## src/rtl/jfpjc_dct_pkg.sv

```systemverilog
// Shared definitions for the DCT block scheduler: FSM encoding and default frame/timeout sizing.
package jfpjc_dct_pkg;

    typedef enum logic [1:0] {
        ST_IDLE = 2'd0,
        ST_RUN  = 2'd1,
        ST_DONE = 2'd2
    } sched_state_e;

    // 320x240 frame split into 8x8 blocks
    localparam int unsigned DEF_BLOCKS_PER_FRAME = 1200;
    localparam int unsigned DEF_TIMEOUT_CYCLES   = 4095;

endpackage

```

## src/rtl/pingpong_tracker.sv

```systemverilog
// Occupancy and pointer bookkeeping for one two-entry ping-pong buffer pair.
module pingpong_tracker (
    input  logic       clock_i,
    input  logic       nreset_i,
    input  logic       push_i,
    input  logic       pop_i,
    output logic [1:0] count_o,
    output logic       rd_ptr_o,
    output logic       wr_ptr_o
);

    logic [1:0] count_q, count_d;
    logic       rd_q, rd_d;
    logic       wr_q, wr_d;

    always_comb begin
        count_d = count_q;
        rd_d    = rd_q;
        wr_d    = wr_q;
        if (push_i) wr_d = ~wr_q;
        if (pop_i)  rd_d = ~rd_q;
        if (push_i && !pop_i)      count_d = count_q + 2'd1;
        else if (pop_i && !push_i) count_d = count_q - 2'd1;
    end

    always_ff @(posedge clock_i or negedge nreset_i) begin
        if (!nreset_i) begin
            count_q <= '0;
            rd_q    <= 1'b0;
            wr_q    <= 1'b0;
        end else begin
            count_q <= count_d;
            rd_q    <= rd_d;
            wr_q    <= wr_d;
        end
    end

    assign count_o  = count_q;
    assign rd_ptr_o = rd_q;
    assign wr_ptr_o = wr_q;

endmodule

```

## src/rtl/dct_block_scheduler.sv

```systemverilog
// Schedules 8x8 blocks through a 2-D DCT engine between input and output ping-pong buffers.
module dct_block_scheduler
    import jfpjc_dct_pkg::*;
#(
    parameter int unsigned BLOCKS_PER_FRAME = DEF_BLOCKS_PER_FRAME,
    parameter int unsigned TIMEOUT_CYCLES   = DEF_TIMEOUT_CYCLES
) (
    input  logic clock,
    input  logic nreset,
    input  logic in_valid,
    output logic in_ready,
    output logic in_wr_sel,
    output logic dct_rd_sel,
    output logic dct_wr_sel,
    output logic dct_nreset,
    input  logic dct_finished,
    output logic out_valid,
    output logic out_rd_sel,
    input  logic out_release,
    output logic frame_done,
    output logic err_timeout
);

    localparam int unsigned CNT_W = $clog2(TIMEOUT_CYCLES + 1);
    localparam int unsigned BLK_W = (BLOCKS_PER_FRAME > 1) ? $clog2(BLOCKS_PER_FRAME) : 1;

    sched_state_e     state_q, state_d;
    logic [CNT_W-1:0] run_cnt_q, run_cnt_d, run_inc;
    logic [BLK_W-1:0] blk_q, blk_d;
    logic             rd_sel_q, rd_sel_d;
    logic             wr_sel_q, wr_sel_d;
    logic             err_q, err_d;

    logic       in_push, in_pop, out_push, out_pop;
    logic [1:0] in_count, out_count;
    logic       in_rd_ptr, in_wr_ptr, out_rd_ptr, out_wr_ptr;

    pingpong_tracker u_in_trk (
        .clock_i  (clock),
        .nreset_i (nreset),
        .push_i   (in_push),
        .pop_i    (in_pop),
        .count_o  (in_count),
        .rd_ptr_o (in_rd_ptr),
        .wr_ptr_o (in_wr_ptr)
    );

    pingpong_tracker u_out_trk (
        .clock_i  (clock),
        .nreset_i (nreset),
        .push_i   (out_push),
        .pop_i    (out_pop),
        .count_o  (out_count),
        .rd_ptr_o (out_rd_ptr),
        .wr_ptr_o (out_wr_ptr)
    );

    // Readiness comes from registered counts only, so a same-cycle pop cannot admit a push into a full side
    assign in_ready = (in_count != 2'd2);
    assign in_push  = in_valid && in_ready;
    assign out_valid = (out_count != 2'd0);
    assign out_pop   = out_release && out_valid;

    assign run_inc = (run_cnt_q == CNT_W'(TIMEOUT_CYCLES)) ? run_cnt_q : run_cnt_q + 1'b1;

    always_comb begin
        state_d    = state_q;
        run_cnt_d  = run_cnt_q;
        blk_d      = blk_q;
        rd_sel_d   = rd_sel_q;
        wr_sel_d   = wr_sel_q;
        err_d      = err_q;
        in_pop     = 1'b0;
        out_push   = 1'b0;
        dct_nreset = 1'b0;
        frame_done = 1'b0;
        unique case (state_q)
            ST_IDLE: begin
                if (in_count != 2'd0 && out_count != 2'd2) begin
                    state_d   = ST_RUN;
                    run_cnt_d = '0;
                    rd_sel_d  = in_rd_ptr;
                    wr_sel_d  = out_wr_ptr;
                end
            end
            ST_RUN: begin
                dct_nreset = 1'b1;
                run_cnt_d  = run_inc;
                if (dct_finished) begin
                    state_d = ST_DONE;
                end else if (run_inc == CNT_W'(TIMEOUT_CYCLES)) begin
                    err_d   = 1'b1;
                    in_pop  = 1'b1;
                    state_d = ST_IDLE;
                end
            end
            ST_DONE: begin
                in_pop   = 1'b1;
                out_push = 1'b1;
                state_d  = ST_IDLE;
                if (blk_q == BLK_W'(BLOCKS_PER_FRAME - 1)) begin
                    blk_d      = '0;
                    frame_done = 1'b1;
                end else begin
                    blk_d = blk_q + 1'b1;
                end
            end
            default: state_d = ST_IDLE;
        endcase
    end

    always_ff @(posedge clock or negedge nreset) begin
        if (!nreset) begin
            state_q   <= ST_IDLE;
            run_cnt_q <= '0;
            blk_q     <= '0;
            rd_sel_q  <= 1'b0;
            wr_sel_q  <= 1'b0;
            err_q     <= 1'b0;
        end else begin
            state_q   <= state_d;
            run_cnt_q <= run_cnt_d;
            blk_q     <= blk_d;
            rd_sel_q  <= rd_sel_d;
            wr_sel_q  <= wr_sel_d;
            err_q     <= err_d;
        end
    end

    assign in_wr_sel   = in_wr_ptr;
    assign out_rd_sel  = out_rd_ptr;
    assign dct_rd_sel  = rd_sel_q;
    assign dct_wr_sel  = wr_sel_q;
    assign err_timeout = err_q;

endmodule
```

## config.mk

```make
export PLATFORM = sky130hd
export DESIGN_NAME = dct_block_scheduler
export DESIGN_NICKNAME = d
export VERILOG_FILES = /design/src/rtl/jfpjc_dct_pkg.sv /design/src/rtl/pingpong_tracker.sv /design/src/rtl/dct_block_scheduler.sv
export SDC_FILE = /design/constraint.sdc
export NUM_CORES = 1
export LEC_CHECK = 0
export CAP_MARGIN = 20
export CORE_MARGIN = 2
export CORE_UTILIZATION = 60
export DETAILED_ROUTE_END_ITERATION = 6
export PLACE_DENSITY = 0.9
export SKIP_LAST_GASP = 1
export SYNTH_ARGS = -nofsm -noshare
export SYNTH_HDL_FRONTEND = slang
export SYNTH_SLANG_ARGS = --single-unit
```

## constraint.sdc

```tcl
create_clock -name clock -period 5.1 [get_ports clock]
set_input_delay 1.53 -clock clock [delete_from_list [all_inputs] [get_ports clock]]
set_output_delay 1.53 -clock clock [all_outputs]
set_load 0.02 [all_outputs]
```

==> results.ini <==
[setup_path]
r2r_cells=10
worstPathArrival_ns=2.73
timing.rr.start=run_cnt_q[0]
critPathKind=reg2out
cp-start-kind=flop
critical_path_required_ns=3.57
worstSetupEndpointType=output port
reg2reg_slack_ns=1.97
crit_path_max_fanout=8
timing.critical_path.from=state_q[0]
worst_r2r_endpoint=u_in_trk.count_o[1]

[floorplan]
num_rows=20
boundaryPins=14
dieHeight_um=61.0
initial_core_util_pct=63.4
dieArea_sq_um=3720
die_x_um=61.0
core_area_sq_um=3080

[synth]
syn-num-nets=216
syn_avg_cell_area_sq_um=9.56
syn-instance-count=204
synth-seq-cells=36
synth_top_area_share_pct=46.2
syn_area_sq_um=1950
synth_top_area_cell=dfrtp_1
ys_seq_area_share_pct=46.2
synth_top_cells_by_area=dfrtp_1 46%, xnor2_1 5.4%, ha_1 4.5%, nand2_1 3.7%, xor2_1 3.6%
synth_warnings=0
synth_edf_count=0
synth.distinct_cells=46
synthArstFlopShare_pct=100
synth_top_flop_cell=dfrtp_1

[detailed_routing]
m1WireLength_um=1730
num_vias=1548
wl_met2_um=1850
drtPass1Iterations=4
via_per_inst=5.93
routed_wl_um=3760
highest_layer=met4
drt-initial-drc-count=128
wl_met3_um=140
ant_nets=0
drc=0
wl_per_cell_um=14.4

[hold_path]
min_to=u_out_trk.rd_ptr_o
min-delay-start=u_out_trk.rd_ptr_o
hold_class=reg2reg
min_delay_path_depth=1

[power_and_ir_drop]
seq_power_share_pct=42.6
clock_power_share_pct=12.0
combPwrFrac_pct=45.4
netSwitchingFraction_pct=39.9
power_density_nw_per_um2=489
internal_power_mw=0.633
p_leak_nw=0.890
ir_drop_mv=0.403
p_sw_mw=0.419

[timing]
tightest_slew_ns=0.746
final_hold_viol_count=0
finalCritPeriodShare_pct=83.5
hold_slack_ns=0.485
rsz0062_at_grt=false
relSlewSlack_pct=49.9
tns_ns=0
timing.fmax_mhz=235
setup_viol=0
clock_skew_ns=0.00438
fin_crit_ns=4.26
finalMaxSlewViolations=0

[final_layout]
final_cells=261
n_antenna_cell=0
final_common_cell=dfrtp_1
fin_util_pct=69.9
fin_nets=231
fill_cells=237
area_delta_synth_final_pct=10.3
drive_gt1_share_pct=6.91
most-common-layout-cells=36 x dfrtp_1, 19 x nand2_1, 17 x nor2_1

[status]
outcome=completed

[placed_design]
dp.cells=255
portBuffers=13
place_congestion=0.875
dp_hpwl_um=2740

[grt]
gr-total-overflow=0
antenna_found_initial=0
grt_pass1_vias=1442
grt_max_degree=37
grt_pass1_wl_um=6470
grt_use_total_pct=24.1

[clocking]
clk_pin_slew_ns=0.09
cts_resized=0
clkLatencyLatePin_ns=0.33
cts_setup_buffers=0
cts_buffers=5
clock_sinks=36
cts-root-buf=clkbuf_4
h-tree-depth=2
clockBufferDepth=2
hold_buffers=0
cts_tree=yes

[flow_run]
drv_cap=0

[cells in the mapped netlist (3+ instances only)]
| master | instances |
|---|---|
| nor4b_1 | 3 |
| xor2_1 | 8 |
| nand3_1 | 11 |
| and3_1 | 4 |
| nor2_1 | 17 |
| nand4_1 | 6 |
| o22ai_1 | 4 |
| o21ai_0 | 11 |
| dfrtp_1 | 36 |
| a21oi_1 | 11 |
| inv_1 | 10 |
| xnor2_1 | 12 |
| clkbuf_1 | 3 |
| nand2_1 | 19 |
| a22o_1 | 3 |
| ha_1 | 7 |
[power by group through the flow]
stage | Combinational, mW | Clock (mW) | Sequential, mW
after global routing | 0.531 | 0.142 | 0.459
after detailed placement | 0.474 | 0 | 0.451
after CTS | 0.478 | 0.132 | 0.446
after floorplan | 0.348 | 0 | 0.441
after global placement | 0.456 | 0 | 0.442
final | 0.478 | 0.126 | 0.448
[worst max-delay path, stage by stage, from the launching register on]
cell	delay [ns]
dfrtp_1	0.39
inv_1	0.10
ha_1	0.34
nand4_1	0.21
nor3_1	0.62
clkdlybuf4s50_1	0.74
[through the flow]
stage	instance area (sq um)	power, mW	setup WS (ns)
4_1_cts	2150	1.06	0.841
3_3_place_gp	2110	0.899	1.30
3_5_place_dp	2110	0.925	1.22
6_report	2150	1.05	0.839
5_1_grt	2150	1.13	0.674
2_1_floorplan	1950	0.789	1.74
[cell families (layout without fill, tap and decap cells)]
kind of cell	Yosys count	in the layout	share of synthesized area (%)
mux	3	3	1.67
fa+ha+maj	7	7	4.49
buf+inv	17	30	3.66
compound gates	47	47	16.2
xor+xnor	20	20	8.98
simple gates	74	74	18.9
flops	36	36	46.2
[flip-flops by register name, indices dropped and copies added, names as in the netlist]
name / count
u_out_trk.wr_ptr_o: 1
u_in_trk.wr_ptr_o: 1
u_in_trk.rd_ptr_o: 1
err_timeout: 1
u_in_trk.count_o: 2
run_cnt_q: 12
state_q: 2
u_out_trk.rd_ptr_o: 1
u_out_trk.count_o: 2
dct_wr_sel: 1
dct_rd_sel: 1
blk_q: 11
[how the worst max path moves through the flow]
stage | to | slack (ns) | depth (start not counted)
2_1_floorplan | frame_done | 1.74 | 5
3_3_place_gp | frame_done | 1.30 | 5
3_5_place_dp | frame_done | 1.22 | 5
4_1_cts | frame_done | 0.84 | 5
5_1_grt | frame_done | 0.67 | 5
6_report | frame_done | 0.84 | 5
[layer usage]
layer  vias up  GRT usage, %
met2        29          39.6
met1       755          31.4
met5         -             0
met3         5          6.30
met4         0          7.45
li1        759             -
[cell type report]
type                       count  area (sq um)  area share (%)
multi-input combinational    151           978            45.5
timing repair buffer          15           143            6.63
inverter                      10          37.5            1.74
sequential                    36           901            41.9
tap                           44          55.1            2.56
clock buffer                   5          37.5            1.74
(Power assumes the default switching activity.)
